$ cat config.mk
export PLATFORM = sky130hd
export DESIGN_NAME = alu_pipe
export DESIGN_NICKNAME = d
export VERILOG_FILES = /design/src/rtl/alu_pkg.sv /design/src/rtl/alu_core.sv /design/src/rtl/alu_pipe.sv
export SDC_FILE = /design/constraint.sdc
export NUM_CORES = 1
export LEC_CHECK = 0
export CORE_ASPECT_RATIO = 1.75
export CORE_MARGIN = 5
export CORE_UTILIZATION = 40
export CTS_BUF_LIST = sky130_fd_sc_hd__clkbuf_4 sky130_fd_sc_hd__clkbuf_8
export DETAILED_ROUTE_END_ITERATION = 8
export GPL_TIMING_DRIVEN = 0
export PLACE_DENSITY = 0.72
export SLEW_MARGIN = 20
export SYNTH_ARGS = -nofsm -noshare
export SYNTH_HDL_FRONTEND = slang
export SYNTH_SLANG_ARGS = --single-unit
$ cat constraint.sdc
create_clock -name clk -period 3.24 [get_ports clk]
set_input_delay 0.324 -clock clk [delete_from_list [all_inputs] [get_ports clk]]
set_output_delay 0.324 -clock clk [all_outputs]
set_load 0.1 [all_outputs]
$ cat src/rtl/alu_pkg.sv
// ============================================================================
// alu_pkg : opcode encoding and flag bit positions shared by the pipelined ALU
// Revision: 1.0
// ============================================================================
`default_nettype none

package alu_pkg;

    typedef enum logic [2:0] {
        OP_ADD = 3'd0,
        OP_SUB = 3'd1,
        OP_AND = 3'd2,
        OP_OR  = 3'd3,
        OP_XOR = 3'd4,
        OP_SHL = 3'd5,
        OP_SHR = 3'd6,
        OP_CMP = 3'd7
    } alu_op_t;

    // Bit positions inside the 4-bit {C, V, N, Z} flag vector
    localparam int FLAG_Z = 0;
    localparam int FLAG_N = 1;
    localparam int FLAG_V = 2;
    localparam int FLAG_C = 3;

endpackage

`default_nettype wire

$ cat src/rtl/alu_core.sv
// ============================================================================
// alu_core : combinational WIDTH-bit ALU producing a result and {C,V,N,Z} flags
// Revision: 1.0
// ============================================================================
`default_nettype none

module alu_core
    import alu_pkg::*;
#(
    parameter int WIDTH = 8
) (
    input  alu_op_t          op_i,
    input  logic [WIDTH-1:0] rx_i,
    input  logic [WIDTH-1:0] ry_i,
    output logic [WIDTH-1:0] result_o,
    output logic [3:0]       flags_o
);

    localparam int SHW = $clog2(WIDTH);
    localparam logic [WIDTH-1:0] C_WIDTH = WIDTH'(WIDTH);

    logic [WIDTH:0]       w_sum;
    logic [WIDTH:0]       w_diff;
    logic [2*WIDTH-1:0]   w_shl;
    logic [2*WIDTH-1:0]   w_shr;
    logic [SHW-1:0]       w_amt;
    logic                 w_big;
    logic                 w_c;
    logic                 w_v;
    logic                 w_n_en;
    logic                 w_known;

    assign w_amt  = ry_i[SHW-1:0];
    assign w_big  = (ry_i >= C_WIDTH);
    assign w_sum  = {1'b0, rx_i} + {1'b0, ry_i};
    assign w_diff = {1'b0, rx_i} - {1'b0, ry_i};
    // Double-width shifts keep the last bit shifted out adjacent to the result
    assign w_shl  = {{WIDTH{1'b0}}, rx_i} << w_amt;
    assign w_shr  = {rx_i, {WIDTH{1'b0}}} >> w_amt;

    always_comb begin
        result_o = '0;
        flags_o  = '0;
        w_c      = 1'b0;
        w_v      = 1'b0;
        w_n_en   = 1'b1;
        w_known  = 1'b1;
        case (op_i)
            OP_ADD: begin
                result_o = w_sum[WIDTH-1:0];
                w_c      = w_sum[WIDTH];
                w_v      = (rx_i[WIDTH-1] == ry_i[WIDTH-1]) &&
                           (w_sum[WIDTH-1] != rx_i[WIDTH-1]);
            end
            OP_SUB: begin
                result_o = w_diff[WIDTH-1:0];
                w_c      = w_diff[WIDTH];
                w_v      = (rx_i[WIDTH-1] != ry_i[WIDTH-1]) &&
                           (w_diff[WIDTH-1] != rx_i[WIDTH-1]);
            end
            OP_AND: result_o = rx_i & ry_i;
            OP_OR:  result_o = rx_i | ry_i;
            OP_XOR: result_o = rx_i ^ ry_i;
            OP_SHL: begin
                if (w_big) begin
                    w_c = (ry_i == C_WIDTH) && rx_i[0];
                end else begin
                    result_o = w_shl[WIDTH-1:0];
                    w_c      = w_shl[WIDTH];
                end
            end
            OP_SHR: begin
                if (w_big) begin
                    w_c = (ry_i == C_WIDTH) && rx_i[WIDTH-1];
                end else begin
                    result_o = w_shr[2*WIDTH-1:WIDTH];
                    w_c      = w_shr[WIDTH-1];
                end
            end
            OP_CMP: begin
                w_n_en = 1'b0;
                if (rx_i == ry_i) begin
                    result_o = '0;
                end else if (rx_i > ry_i) begin
                    result_o = WIDTH'(1);
                end else begin
                    result_o = WIDTH'(2);
                end
            end
            default: w_known = 1'b0;
        endcase

        if (w_known) begin
            flags_o[FLAG_Z] = (result_o == '0);
            flags_o[FLAG_N] = w_n_en && result_o[WIDTH-1];
            flags_o[FLAG_V] = w_v;
            flags_o[FLAG_C] = w_c;
        end
    end

endmodule

`default_nettype wire

$ cat src/rtl/alu_pipe.sv
// ============================================================================
// alu_pipe : two-stage valid/ready pipelined ALU (capture stage, execute stage)
// Revision: 1.0
// ============================================================================
`default_nettype none

module alu_pipe
    import alu_pkg::*;
#(
    parameter int WIDTH = 8
) (
    input  logic             clk,
    input  logic             rst,
    input  logic             in_valid,
    output logic             in_ready,
    input  alu_op_t          in_op,
    input  logic [WIDTH-1:0] in_rx,
    input  logic [WIDTH-1:0] in_ry,
    output logic             out_valid,
    input  logic             out_ready,
    output logic [WIDTH-1:0] out_result,
    output logic [3:0]       out_flags
);

    logic             s1_valid_q;
    logic             s1_valid_d;
    alu_op_t          s1_op_q;
    logic [WIDTH-1:0] s1_rx_q;
    logic [WIDTH-1:0] s1_ry_q;
    logic             out_valid_q;
    logic             out_valid_d;
    logic [WIDTH-1:0] out_result_q;
    logic [3:0]       out_flags_q;

    logic [WIDTH-1:0] w_core_result;
    logic [3:0]       w_core_flags;
    logic             w_stage2_free;
    logic             w_in_fire;
    logic             w_s2_load;
    logic             w_out_fire;

    // in_ready depends only on pipeline state and out_ready, never on in_valid
    assign w_stage2_free = !out_valid_q || out_ready;
    assign in_ready      = !s1_valid_q || w_stage2_free;
    assign w_in_fire     = in_valid && in_ready;
    assign w_s2_load     = s1_valid_q && w_stage2_free;
    assign w_out_fire    = out_valid_q && out_ready;

    alu_core #(
        .WIDTH (WIDTH)
    ) u_core (
        .op_i     (s1_op_q),
        .rx_i     (s1_rx_q),
        .ry_i     (s1_ry_q),
        .result_o (w_core_result),
        .flags_o  (w_core_flags)
    );

    always_comb begin
        s1_valid_d = s1_valid_q;
        if (w_in_fire) begin
            s1_valid_d = 1'b1;
        end else if (w_s2_load) begin
            s1_valid_d = 1'b0;
        end

        out_valid_d = out_valid_q;
        if (w_s2_load) begin
            out_valid_d = 1'b1;
        end else if (w_out_fire) begin
            out_valid_d = 1'b0;
        end
    end

    always_ff @(posedge clk or posedge rst) begin
        if (rst) begin
            s1_valid_q   <= 1'b0;
            s1_op_q      <= OP_ADD;
            s1_rx_q      <= '0;
            s1_ry_q      <= '0;
            out_valid_q  <= 1'b0;
            out_result_q <= '0;
            out_flags_q  <= '0;
        end else begin
            s1_valid_q  <= s1_valid_d;
            out_valid_q <= out_valid_d;
            if (w_in_fire) begin
                s1_op_q <= in_op;
                s1_rx_q <= in_rx;
                s1_ry_q <= in_ry;
            end
            if (w_s2_load) begin
                out_result_q <= w_core_result;
                out_flags_q  <= w_core_flags;
            end
        end
    end

    assign out_valid  = out_valid_q;
    assign out_result = out_result_q;
    assign out_flags  = out_flags_q;

endmodule

`default_nettype wire

==> flow_summary.yaml <==
outcome:
  status: "completed"
timing:
  setup_ws_ns: 0.151
  max_slew.worst_pin.slew_ns: 0.979
  max_freq_mhz: 324
  setup_viol: 0
  finalHoldViolCount: 0
  finClkSkew_ns: 0.0109
  slew_violations: 0
  period_needed_ns: 3.09
  slew_headroom_pct: 34.5
  fin_crit_sh_pct: 95.3
die:
  die_area_sq_um: 9920
  initial_utilization_pct: 40.6
  die_w_um: 77.5
  io_pins: 37
  die_y_um: 128
  rows: 43
  core_area_sq_um: 7860
routing:
  drc: 0
  viasPerCell: 6.00
  wl_per_cell_um: 19.9
  postRouteWirelength_um: 9920
  drt_iter0_markers: 238
  ant_nets: 0
  vias: 2990
  drtPass1Iterations: 4
setup_path:
  endpoint_kind: "register"
  crit_required_ns: 3.44
  crit_type: "reg2reg"
  worstSetupStartpointType: "register"
  critPathArrivalTime_ns: 3.29
  critPathMaxFanout: 10
clocking:
  worst_skew_pair.late_latency_ns: 0.30
  clk_path_buf_depth: 2
  htree_levels: 2
  numCtsBuffers: 5
  ctsHoldBuffers: 0
  cts_tree: "yes"
  clockRootBuffer: "clkbuf_8"
  cts_setup_buffers: 0
  clk_pin_slew_ns: 0.08
  clkSinkCount: 33
power_and_ir_drop:
  fin_total_pwr_mw: 2.51
  leakagePower_nw: 1.62
  cellPowerDensity_nw_per_um2: 662
  irDropWorstVdd_mv: 0.306
synth:
  syn_area_per_cell_sq_um: 8.75
  synth_cells: 364
  yosysSeqAreaShare_pct: 25.9
  syn_nets: 414
  synthFlopType: "dfrtp_1"
  ys_warn_count: 0
  syn_area_sq_um: 3190
  synth_edf_count: 0
  synth-seq-cells: 33
  async_flop_share_pct: 100
  yosys.cell_types.count: 57
place:
  pre_cts_slack_ns: -0.0970
  gp_congestion: 0.925
  place_hpwl_um: 7990
  placed_area_sq_um: 3660
  dpl.cell_count: 490
  port_buffers: 36
cells_and_area:
  stdcell_count: 498
  fin_nets: 457
  final_core_util_pct: 48.3
  drive_gt1_share_pct: 15.0
  final_cell_mix: "36 x clkdlybuf4s50_1, 32 x dfrtp_1, 29 x inv_1"
  num_antenna_cells: 0
  area_growth_pct: 19.1
  fin_area_sq_um: 3790
  layout_commonest_cell: "clkdlybuf4s50_1"
global_routing:
  antenna_found_initial: 0
  grt_max_degree: 34
  grt_pass1_wl_um: 15800
  globalRouteOverflowTotal: 0
  grt_pass1_vias: 3053
  track_usage_pct: 20.3
flow_run:
  max_cap_viol_count: 0
min_path:
  hp-class: "in2async"
==> worst max-delay path: stages (launching register included) <==
cell      delay (ns)
dfrtp_1         0.36
clkbuf_1        0.32
inv_1           0.23
ha_1            0.32
buf_2           0.21
a21oi_1         0.13
o31ai_1         0.51
a31o_2          0.27
mux2_2          0.37
nor2_1          0.17
o41ai_2         0.09
==> layout make-up <==
type / instances / area, sq um
Tap cell: 90 / 113
Buffer: 24 / 124
Clock inverter: 1 / 30.0
Sequential cell: 33 / 827
Multi-Input combinational cell: 277 / 2140
Fill cell: 772 / 4060
Timing Repair Buffer: 36 / 360
Inverter: 30 / 113
Clock buffer: 7 / 90.1
==> cells by family after synthesis <==
family,synth area share (%)
simple gates,17.1
mux,14.9
fa+ha+maj,11.1
xor+xnor,1.92
flops,25.9
compound gates,21.7
buf+inv,7.42
==> layer usage <==
metal | share of wire (%) | global-route usage [%]
met1 | 35 | 20.6
met2 | 53 | 37.0
met3 | 4.6 | 2.74
met4 | 7.3 | 14.9
met5 | 0 | 0
==> registers in the layout (all words and copies together) (netlist names) <==
signal and cells:
out_result 8, s1_ry_q 8, s1_valid_q 1, s1_rx_q 8
out_valid 1, s1_op_q 3, out_flags 4
==> synth_stat cells (all sizes together) (6+ instances only) <==
cell / n / area share [%]
nand2: 28 / 3.3
o21ai: 18 / 2.9
dfrtp: 33 / 26
nor2b: 10 / 2.0
nor3: 7 / 1.1
nand3b: 6 / 1.4
mux2i: 8 / 2.5
buf: 14 / 2.7
inv: 30 / 3.5
nor2: 25 / 2.9
clkbuf: 10 / 1.2
a211oi: 8 / 1.9
nand3: 7 / 1.1
nand2b: 8 / 1.6
ha: 25 / 9.8
o31ai: 6 / 1.4
mux2: 21 / 7.4
a21oi: 19 / 3.0
mux4: 7 / 4.9
xnor2: 6 / 1.6
==> stage by stage <==
step / setup TNS, ns / hold slack [ns]
after floorplan: 0 / 0.432
after global placement: -0.0900 / 0.460
after detailed placement: -0.0970 / 0.465
after CTS: 0 / 0.477
after global routing: -0.0197 / 0.516
final: 0 / 0.436
==> report_power, final <==
part | internal [mW] | total, mW | switching [mW]
combinational | 0.506 | 1.49 | 0.986
clock | 0.259 | 0.435 | 0.175
sequential | 0.497 | 0.586 | 0.0887
total | 1.26 | 2.51 | 1.25
==> path summary, 6_finish.rpt <==
| check | endpoint | slack [ns] | cells past startpoint | from |
|---|---|---|---|---|
| max in group asynchronous | out_valid$_DFFE_PP0P_ | 2.33 | 2 | rst |
| setup / recovery | out_flags[0]$_DFFE_PP0P_ | 0.15 | 10 | s1_ry_q[2]$_DFFE_PP0P_ |
| min in group clk | out_flags[1]$_DFFE_PP0P_ | 0.48 | 2 | out_flags[1]$_DFFE_PP0P_ |
| hold reg to reg | out_flags[1]$_DFFE_PP0P_ | 0.48 | 2 | out_flags[1]$_DFFE_PP0P_ |
| setup reg to reg | out_flags[0]$_DFFE_PP0P_ | 0.15 | 10 | s1_ry_q[2]$_DFFE_PP0P_ |
| hold / removal | out_valid$_DFFE_PP0P_ | 0.44 | 2 | rst |
==> timing repair <==
item,CTS,global route
cloned,0,0
gates resized for setup,1,3
endpoints found under the setup margin,1,4
Power figures use the tool's default switching activity.
